**src/rtl/morra_match_sequencer.sv**
```systemverilog
`timescale 1ns/1ps
// Match sequencer for the Morra Cinese game core: configures the core, collects one move per
// player per round, issues rounds and reports the winner. Optional forfeit timeout: MORRA_TIMEOUT_EN.
module morra_match_sequencer #(
   parameter int TIMEOUT_CYCLES = 16,
   parameter int CNT_W          = 5
) (
   input  logic             clk,
   input  logic             RST,
   input  logic             AVVIA,
   input  logic [3:0]       CONFIG,
   input  logic [1:0]       P1_MOSSA,
   input  logic             P1_VALID,
   output logic             P1_READY,
   input  logic [1:0]       P2_MOSSA,
   input  logic             P2_VALID,
   output logic             P2_READY,
   output logic [1:0]       CORE_PRIMO,
   output logic [1:0]       CORE_SECONDO,
   output logic             CORE_INIZIA,
   input  logic [1:0]       CORE_MANCHE,
   input  logic [1:0]       CORE_PARTITA,
   output logic             OCCUPATO,
   output logic             FINE,
   output logic [1:0]       ESITO,
   output logic             FORFAIT,
   output logic [CNT_W-1:0] N_MANCHE,
   output logic [2:0]       dbg_state,
   output logic [1:0]       dbg_manche
);

   // Handshake: a move transfers on a rising edge where Px_VALID and Px_READY are both high;
   // READY is registered and only ever high in RACCOLTA while that player's holding register is empty.

   typedef enum logic [2:0] {
      IDLE         = 3'd0,
      INIT         = 3'd1,
      RACCOLTA     = 3'd2,
      EMISSIONE    = 3'd3,
      VERIFICA     = 3'd4,
      FINE_PARTITA = 3'd5
   } state_t;

   state_t     state;
   logic [1:0] p1_reg, p2_reg;
   logic       p1_full, p2_full;
   logic       p1_take, p2_take;
   logic       p1_full_n, p2_full_n;
   logic [1:0] p1_val, p2_val;

`ifdef MORRA_TIMEOUT_EN
   localparam logic [7:0] TO_LAST = 8'(TIMEOUT_CYCLES - 1);
   logic [7:0] to_cnt;
   logic       forfait_q;
   assign FORFAIT = forfait_q;
`else
   assign FORFAIT = 1'b0;
`endif

   assign CORE_INIZIA = RST | (state == INIT);
   assign OCCUPATO    = (state != IDLE);
   assign dbg_state   = state;

   // A handshake carrying 00 is consumed but never fills the holding register.
   always_comb begin
      p1_take   = P1_VALID & P1_READY & (state == RACCOLTA);
      p2_take   = P2_VALID & P2_READY & (state == RACCOLTA);
      p1_full_n = p1_full | (p1_take & (P1_MOSSA != 2'b00));
      p2_full_n = p2_full | (p2_take & (P2_MOSSA != 2'b00));
      p1_val    = p1_full ? p1_reg : P1_MOSSA;
      p2_val    = p2_full ? p2_reg : P2_MOSSA;
   end

   always_ff @(posedge clk) begin
      if (RST) begin
         state        <= IDLE;
         P1_READY     <= 1'b0;
         P2_READY     <= 1'b0;
         CORE_PRIMO   <= 2'b00;
         CORE_SECONDO <= 2'b00;
         FINE         <= 1'b0;
         ESITO        <= 2'b00;
         N_MANCHE     <= '0;
         p1_reg       <= 2'b00;
         p2_reg       <= 2'b00;
         p1_full      <= 1'b0;
         p2_full      <= 1'b0;
         dbg_manche   <= 2'b00;
`ifdef MORRA_TIMEOUT_EN
         to_cnt       <= 8'd0;
         forfait_q    <= 1'b0;
`endif
      end else begin
         FINE         <= 1'b0;
         CORE_PRIMO   <= 2'b00;
         CORE_SECONDO <= 2'b00;
         case (state)
            IDLE: begin
               if (AVVIA) begin
                  state                     <= INIT;
                  {CORE_PRIMO, CORE_SECONDO} <= CONFIG;
               end
            end
            INIT: begin
               ESITO    <= 2'b00;
               N_MANCHE <= '0;
               p1_reg   <= 2'b00;
               p2_reg   <= 2'b00;
               p1_full  <= 1'b0;
               p2_full  <= 1'b0;
               P1_READY <= 1'b1;
               P2_READY <= 1'b1;
               state    <= RACCOLTA;
`ifdef MORRA_TIMEOUT_EN
               to_cnt    <= 8'd0;
               forfait_q <= 1'b0;
`endif
            end
            RACCOLTA: begin
               if (p1_take && (P1_MOSSA != 2'b00)) begin
                  p1_reg  <= P1_MOSSA;
                  p1_full <= 1'b1;
               end
               if (p2_take && (P2_MOSSA != 2'b00)) begin
                  p2_reg  <= P2_MOSSA;
                  p2_full <= 1'b1;
               end
               if (p1_full_n && p2_full_n) begin
                  // Present the round to the core already during EMISSIONE.
                  state        <= EMISSIONE;
                  CORE_PRIMO   <= p1_val;
                  CORE_SECONDO <= p2_val;
                  P1_READY     <= 1'b0;
                  P2_READY     <= 1'b0;
`ifdef MORRA_TIMEOUT_EN
                  to_cnt       <= 8'd0;
`endif
               end else begin
                  P1_READY <= ~p1_full_n;
                  P2_READY <= ~p2_full_n;
`ifdef MORRA_TIMEOUT_EN
                  if (p1_full ^ p2_full) begin
                     if (to_cnt == TO_LAST) begin
                        state     <= FINE_PARTITA;
                        FINE      <= 1'b1;
                        ESITO     <= p1_full ? 2'b01 : 2'b10;
                        forfait_q <= 1'b1;
                        P1_READY  <= 1'b0;
                        P2_READY  <= 1'b0;
                     end else begin
                        to_cnt <= to_cnt + 8'd1;
                     end
                  end else begin
                     to_cnt <= 8'd0;
                  end
`endif
               end
            end
            EMISSIONE: begin
               if (N_MANCHE != {CNT_W{1'b1}})
                  N_MANCHE <= N_MANCHE + CNT_W'(1);
               p1_reg  <= 2'b00;
               p2_reg  <= 2'b00;
               p1_full <= 1'b0;
               p2_full <= 1'b0;
               state   <= VERIFICA;
            end
            VERIFICA: begin
               // The core registered the issued round on the previous edge.
               dbg_manche <= CORE_MANCHE;
               if (CORE_PARTITA != 2'b00) begin
                  ESITO <= CORE_PARTITA;
                  FINE  <= 1'b1;
                  state <= FINE_PARTITA;
               end else begin
                  P1_READY <= 1'b1;
                  P2_READY <= 1'b1;
                  state    <= RACCOLTA;
               end
            end
            FINE_PARTITA: state <= IDLE;
            default:      state <= IDLE;
         endcase
      end
   end

endmodule

```
**config.mk**
```make
export PLATFORM = sky130hd
export DESIGN_NAME = morra_match_sequencer
export DESIGN_NICKNAME = d
export VERILOG_FILES = /design/src/rtl/morra_match_sequencer.sv
export SDC_FILE = /design/constraint.sdc
export NUM_CORES = 1
export LEC_CHECK = 0
export CORE_UTILIZATION = 45
export CTS_BUF_LIST = sky130_fd_sc_hd__clkbuf_4 sky130_fd_sc_hd__clkbuf_8
export DETAILED_ROUTE_END_ITERATION = 10
export GPL_ROUTABILITY_DRIVEN = 1
export PLACE_DENSITY = 0.8
export SYNTH_ARGS = -nofsm -noshare
export SYNTH_HDL_FRONTEND = slang
export SYNTH_SLANG_ARGS = --single-unit
```
**constraint.sdc**
```tcl
create_clock -name clk -period 2.74 [get_ports clk]
set_input_delay 0.685 -clock clk [delete_from_list [all_inputs] [get_ports clk]]
set_output_delay 0.685 -clock clk [all_outputs]
set_load 0.005 [all_outputs]
```
==> metrics.csv, run 1 <==
stage;metric;value;unit
logic_synthesis;syn_area_per_cell;8.43;sq um
detailed_routing;first_pass_iters;4;
detailed_routing;ant_nets;0;
setup_path;regToRegSetupSlack;0.96;ns
global_routing;grt_overflow;0;
cells_and_area;drive_gt1_share;5.11;%
logic_synthesis;ys_ff_latch;25;
sta;postLayoutSetupSlackWorst;0.236;ns
sta;post-route-min-period;2.50;ns
cells_and_area;diodes;0;
job;drv_cap;0;
logic_synthesis;yosysWarnings;0;
clocking;clkSinkCount;25;
place;dp_hpwl;1940;microns
cells_and_area;largest_register;N_MANCHE;
power;p_int;0.000569;W
sta;slew_headroom;56.1;%
clocking;htree_levels;1;
sta;fin_tns_setup;0;ns
global_routing;grt_max_degree;24;
setup_path;critPathCaptureType;output port;
detailed_routing;routed_wl;2690;microns
detailed_routing;vias_per_cell;5.50;
clocking;post_cts_buffers;0;
global_routing;antenna_found_initial;0;
detailed_routing;drc;0;
detailed_routing;vias;1134;
sta;max_freq;0.399;GHz
logic_synthesis;synth_cells;139;
logic_synthesis;ys_types;37;
power;clockPowerShare;21.1;%
place;postPlaceCellArea;1570;sq um
cells_and_area;fin_area;1600;sq um
logic_synthesis;synth-async-reset-ratio;0;%
setup_path;crit_required;2.06;ns
floorplanning;rows;18;
power;power.density;514;nW/um^2
sta;setup_viol;0;
detailed_routing;wl_per_cell;13.1;microns
cells_and_area;multiInputGateArea;626;sq um
place;post-place-cells;202;
hold_path;hold_start;p1_reg[0]$_SDFFE_PP0P_;
place;post-place-ws;0.238;ns
floorplanning;fp.dieArea;2810;sq um
sta;grt_setup_unrepaired;no;
logic_synthesis;synth.most_common_cell;dfxtp_1;
floorplanning;pin_count;39;
global_routing;grt_pass1_wl;4400;microns
setup_path;start_kind;input port;
place;gp_congestion;0.861;
floorplanning;die_w;53.0;microns
setup_path;r2r-start;dbg_state[1]$_SDFFE_PP0P_;
setup_path;crit_fanout;2;
logic_synthesis;yosys.area.top_type_share;42.7;%
global_routing;track_usage;21.8;%
cells_and_area;fillCellCount;230;
sta;whs;0.521;ns
clocking;cts_buffers;3;
cells_and_area;final_nets;196;
power;pwr-share-seq;51.1;%
clocking;cts_resized;0;
power;switchingPower;0.000252;W
logic_synthesis;synth_nets;158;
floorplanning;coreArea;2480;sq um
cells_and_area;layout.cells.non_filler;206;
setup_path;critPathArrivalTime;1.82;ns
sta;final-hold-violation-count;0;
place;io_buffers;37;
clocking;root_buffer;clkbuf_4;
logic_synthesis;synth_top_area_cell;dfxtp_1;
floorplanning;initial_core_util;47.3;%
cells_and_area;largest_reg_flops;5;
hold_path;whs_endpoint;p1_reg[0]$_SDFFE_PP0P_;
power;comb_power_share;27.7;%
clocking;clkLatencyLatePin;0.33;ns
run_status;outcome;complete, no violations;
setup_path;worstRegToRegCells;4;
global_routing;grt_pass1_vias;1033;
sta;fin_skew;0.0189;ns
cells_and_area;regArea;500;sq um
power;p_leak;0.587;nW
sta;period_share;91.4;%
clocking;cts_buffer_depth;2;
logic_synthesis;ys_seq_area_share;42.7;%
logic_synthesis;synth_common_cells;25 x dfxtp_1, 18 x nor2_1, 13 x a21oi_1;
hold_path;hold_depth;2;
sta;slew_viol_final;0;
clocking;clk_pin_slew_worst_paths;0.15;ns
logic_synthesis;synth_edf_count;0;
cells_and_area;synthToLayoutAreaGrowth;36.4;%
setup_path;criticalPathCategory;input port to output port;
clocking;cts_hold_buf;0;
setup_path;reg2reg_to;CORE_SECONDO[0]$_SDFF_PP0_;
sta;worst_pin_slew;0.652;ns
power;vdd_drop_max;0.000405;V
logic_synthesis;synthTopCellsByArea;dfxtp_1 43%, nor2_1 5.8%, a21oi_1 5.6%;
hold_path;hold_class;register to register;
logic_synthesis;synth_ff_type;dfxtp_1;
detailed_routing;drt_iter0_markers;23;
power;swShare;30.7;%
logic_synthesis;synthesis.area;1170;sq um
clocking;cts_tree;done;
floorplanning;die_y;53.0;microns
## stage by stage
stage / total power (W) / util (%)
final: 0.000821 / 64.5
after global routing: 0.000874 / 64.5
after CTS: 0.000826 / 64.5
after detailed placement: 0.000653 / 63.3
after global placement: 0.000648 / 63.3
after floorplan: 0.000542 / -
## cells by family (layout without fill, tap and decap cells)
| logic type | count (synthesis) | count (layout) | synth area share, % |
|---|---|---|---|
| AND/OR/NAND/NOR | 57 | 57 | 25.2 |
| AO/OA/AOI/OAI | 39 | 39 | 21.6 |
| flip-flops | 25 | 25 | 42.7 |
| buffers and inverters | 10 | 47 | 3.85 |
| multiplexers | 4 | 4 | 3.42 |
| adder cells (fa/ha/maj) | 2 | 2 | 2.14 |
| other | 1 | 1 | 0.320 |
| XOR/XNOR | 1 | 1 | 0.748 |
## worst max-delay path by stage
stage          from     endpoint  slack [ns]  cells past startpoint
3_5_place_dp    RST  CORE_INIZIA        0.24                      3
5_1_grt         RST  CORE_INIZIA        0.19                      3
6_report        RST  CORE_INIZIA        0.24                      3
4_1_cts         RST  CORE_INIZIA        0.23                      3
3_3_place_gp    RST  CORE_INIZIA        0.21                      3
2_1_floorplan   RST  CORE_INIZIA        0.96                      2
## area by class of cell
type	count	share of cell area, %
inverter	3	0.705
multi-input combinational	104	39.2
tap	30	2.35
timing repair buffer	40	24.6
clock buffer	3	1.41
sequential	25	31.3
clock inverter	1	0.470
## critical path, stage by stage
cell and delay [ns]:
clkdlybuf4s50_1 0.49, o21bai_1 0.12, clkdlybuf4s50_1 0.52
## power groups by stage
| stage | logic [W] | clock network, W | registers [W] |
|---|---|---|---|
| after global routing | 0.000252 | 0.000198 | 0.000424 |
| after floorplan | 0.000124 | 0 | 0.000418 |
| after CTS | 0.000229 | 0.000178 | 0.000419 |
| final | 0.000228 | 0.000173 | 0.000420 |
| after global placement | 0.000223 | 0 | 0.000425 |
| after detailed placement | 0.000227 | 0 | 0.000426 |
## cells in the final DEF (no fill, tap or decap), types with 3 or more instances in the layout
cell type / netlist / layout
buf_4: 1 / 3
clkdlybuf4s50_1: 0 / 37
clkbuf_4: 0 / 3
nor3_1: 3 / 3
inv_1: 3 / 3
dfxtp_1: 25 / 25
nand2_1: 7 / 7
nor2b_1: 4 / 4
a21oi_1: 13 / 13
nand3_1: 7 / 7
o21ai_0: 5 / 5
o211ai_1: 6 / 6
nor2_1: 18 / 18
mux2i_1: 4 / 4
nand2b_1: 5 / 5
## layer usage
metal	up-vias	GRT usage (%)	part of all wire, %	wire, microns
li1	576	-	-	-
met5	-	0	0	0
met2	43	37.3	48	1290
met3	2	6.90	7.1	191
met1	513	26.7	44	1190
met4	0	3.95	0.48	13
(Power assumes the default switching activity.)
==> inputs of run 2 (changes only) <==
--- a/config.mk
+++ b/config.mk
@@ -5,11 +5,12 @@
 export SDC_FILE = /design/constraint.sdc
 export NUM_CORES = 1
 export LEC_CHECK = 0
+export CORE_ASPECT_RATIO = 0.8
 export CORE_UTILIZATION = 45
 export CTS_BUF_LIST = sky130_fd_sc_hd__clkbuf_4 sky130_fd_sc_hd__clkbuf_8
 export DETAILED_ROUTE_END_ITERATION = 10
 export GPL_ROUTABILITY_DRIVEN = 1
-export PLACE_DENSITY = 0.8
+export PLACE_DENSITY = 0.79
 export SYNTH_ARGS = -nofsm -noshare
 export SYNTH_HDL_FRONTEND = slang
 export SYNTH_SLANG_ARGS = --single-unit
==> run 2 against run 1 <==
  * Register-to-register slack hardly changed
  * Count of clock-buffer cells in the layout is 1 higher
  * Fmax is 2.4% lower
  * Utilization is 0.70 points higher
  * Total power is 0.28% higher
  * Sequential share of layout area is 0.15 points lower
  * Flip-flop and latch count stayed put
  * Via count is 3.0% higher
  * Non-clock buffer count stayed put
  * Cell area is 0.47% higher
  * First-iteration DRC count is 57% higher
  * Critical path type unchanged
  * Largest power group unchanged
==> metrics.csv, run 2 (synthesis gave the netlist of run 1 again) <==
stage;metric;value;unit
hold_path;hold_depth;2;
sta;period_share;93.6;%
clocking;post_cts_buffers;0;
global_routing;track_usage;21.0;%
hold_path;whs_endpoint;dbg_manche[1]$_SDFFE_PP0P_;
setup_path;reg2reg_to;p1_reg[0]$_SDFFE_PP0P_;
sta;final-hold-violation-count;0;
hold_path;hold_start;dbg_manche[1]$_SDFFE_PP0P_;
setup_path;critPathCaptureType;output port;
cells_and_area;fillCellCount;209;
power;p_int;0.000580;W
sta;slew_viol_final;0;
cells_and_area;layout.cells.non_filler;212;
cells_and_area;synthToLayoutAreaGrowth;37.1;%
run_status;outcome;complete, no violations;
detailed_routing;drt_iter0_markers;36;
clocking;cts_tree;done;
clocking;clkSinkCount;25;
sta;grt_setup_unrepaired;no;
floorplanning;initial_core_util;47.6;%
sta;setup_viol;0;
global_routing;grt_max_degree;24;
cells_and_area;final_nets;196;
setup_path;crit_required;2.06;ns
power;switchingPower;0.000243;W
floorplanning;pin_count;39;
hold_path;hold_class;register to register;
power;p_leak;0.591;nW
detailed_routing;first_pass_iters;4;
power;vdd_drop_max;0.000345;V
setup_path;critPathArrivalTime;1.88;ns
clocking;clk_pin_slew_worst_paths;0.12;ns
sta;slew_headroom;58.4;%
place;io_buffers;37;
detailed_routing;wl_per_cell;13.7;microns
sta;worst_pin_slew;0.619;ns
setup_path;start_kind;input port;
setup_path;r2r-start;dbg_state[1]$_SDFFE_PP0P_;
sta;max_freq;0.390;GHz
clocking;cts_hold_buf;0;
cells_and_area;drive_gt1_share;5.11;%
clocking;clkLatencyLatePin;0.31;ns
clocking;root_buffer;clkbuf_4;
setup_path;worstRegToRegCells;4;
floorplanning;fp.dieArea;2810;sq um
floorplanning;die_w;59.0;microns
job;drv_cap;0;
clocking;htree_levels;1;
power;power.density;513;nW/um^2
floorplanning;rows;16;
power;pwr-share-seq;51.1;%
sta;fin_skew;0.00501;ns
setup_path;criticalPathCategory;input port to output port;
place;post-place-cells;208;
cells_and_area;final_cell_mix;37 x clkdlybuf4s50_1, 25 x dfxtp_1, 18 x nor2_1;
global_routing;grt_pass1_vias;1064;
sta;fin_tns_setup;0;ns
setup_path;regToRegSetupSlack;0.96;ns
setup_path;crit_fanout;2;
cells_and_area;largest_register;N_MANCHE;
global_routing;grt_pass1_wl;4350;microns
power;swShare;29.6;%
detailed_routing;ant_nets;0;
clocking;cts_resized;0;
global_routing;grt_overflow;0;
detailed_routing;routed_wl;2910;microns
cells_and_area;diodes;0;
detailed_routing;drc;0;
power;clockPowerShare;20.5;%
power;comb_power_share;28.4;%
detailed_routing;vias_per_cell;5.51;
cells_and_area;largest_reg_flops;5;
floorplanning;coreArea;2460;sq um
cells_and_area;regArea;500;sq um
detailed_routing;vias;1168;
cells_and_area;multiInputGateArea;626;sq um
place;dp_hpwl;2070;microns
cells_and_area;fin_util;65.2;%
global_routing;antenna_found_initial;0;
sta;whs;0.510;ns
cells_and_area;final_common_cell;clkdlybuf4s50_1;
place;gp_congestion;0.850;
clocking;cts_buffers;3;
sta;post-route-min-period;2.57;ns
floorplanning;die_y;47.6;microns
clocking;cts_buffer_depth;2;
[run 2: cell types whose count changed in the layout (fill, tap and decap cells not counted)]
cell        delta
clkinvlp_4     -1
clkbuf_4       +1
[run 2: area by class of cell]
type	count	share of cell area, %
clock buffer	4	1.87
inverter	3	0.701
tap	36	2.81
sequential	25	31.2
multi-input combinational	104	39.0
timing repair buffer	40	24.5
[run 2: worst max-delay path by stage]
stage / startpoint / end / slack (ns) / depth (start not counted)
floorplan: RST / CORE_INIZIA / 0.96 / 2
global placement: RST / CORE_INIZIA / 0.19 / 3
detailed placement: RST / CORE_INIZIA / 0.20 / 3
CTS: RST / CORE_INIZIA / 0.18 / 3
global route: RST / CORE_INIZIA / 0.13 / 3
finish: RST / CORE_INIZIA / 0.17 / 3
[run 2: power by group through the flow]
stage | registers, W | logic [W] | clock network [W]
after detailed placement | 0.000428 | 0.000230 | 0
after global placement | 0.000426 | 0.000226 | 0
final | 0.000420 | 0.000234 | 0.000169
after CTS | 0.000419 | 0.000232 | 0.000173
after floorplan | 0.000418 | 0.000124 | 0
after global routing | 0.000423 | 0.000255 | 0.000193
[run 2: routing by layer]
metal | track usage, % | part of all wire [%] | vias up
met5 | 0 | 0 | -
li1 | - | - | 569
met1 | 24.7 | 47 | 544
met2 | 36.8 | 45 | 51
met4 | 8.57 | 0.96 | 0
met3 | 6.22 | 6.5 | 4
[run 2: worst max-delay path, stage by stage]
cell,delay [ns]
clkdlybuf4s50_1,0.53
o21bai_1,0.14
clkdlybuf4s50_1,0.53
[run 2: through the flow]
| step | instance area [sq um] | power (W) | setup WS [ns] |
|---|---|---|---|
| 2_1_floorplan | 1170 | 0.000542 | 0.963 |
| 3_3_place_gp | 1580 | 0.000652 | 0.195 |
| 5_1_grt | 1610 | 0.000871 | 0.132 |
| 4_1_cts | 1610 | 0.000824 | 0.178 |
| 6_report | 1610 | 0.000823 | 0.174 |
| 3_5_place_dp | 1580 | 0.000657 | 0.196 |
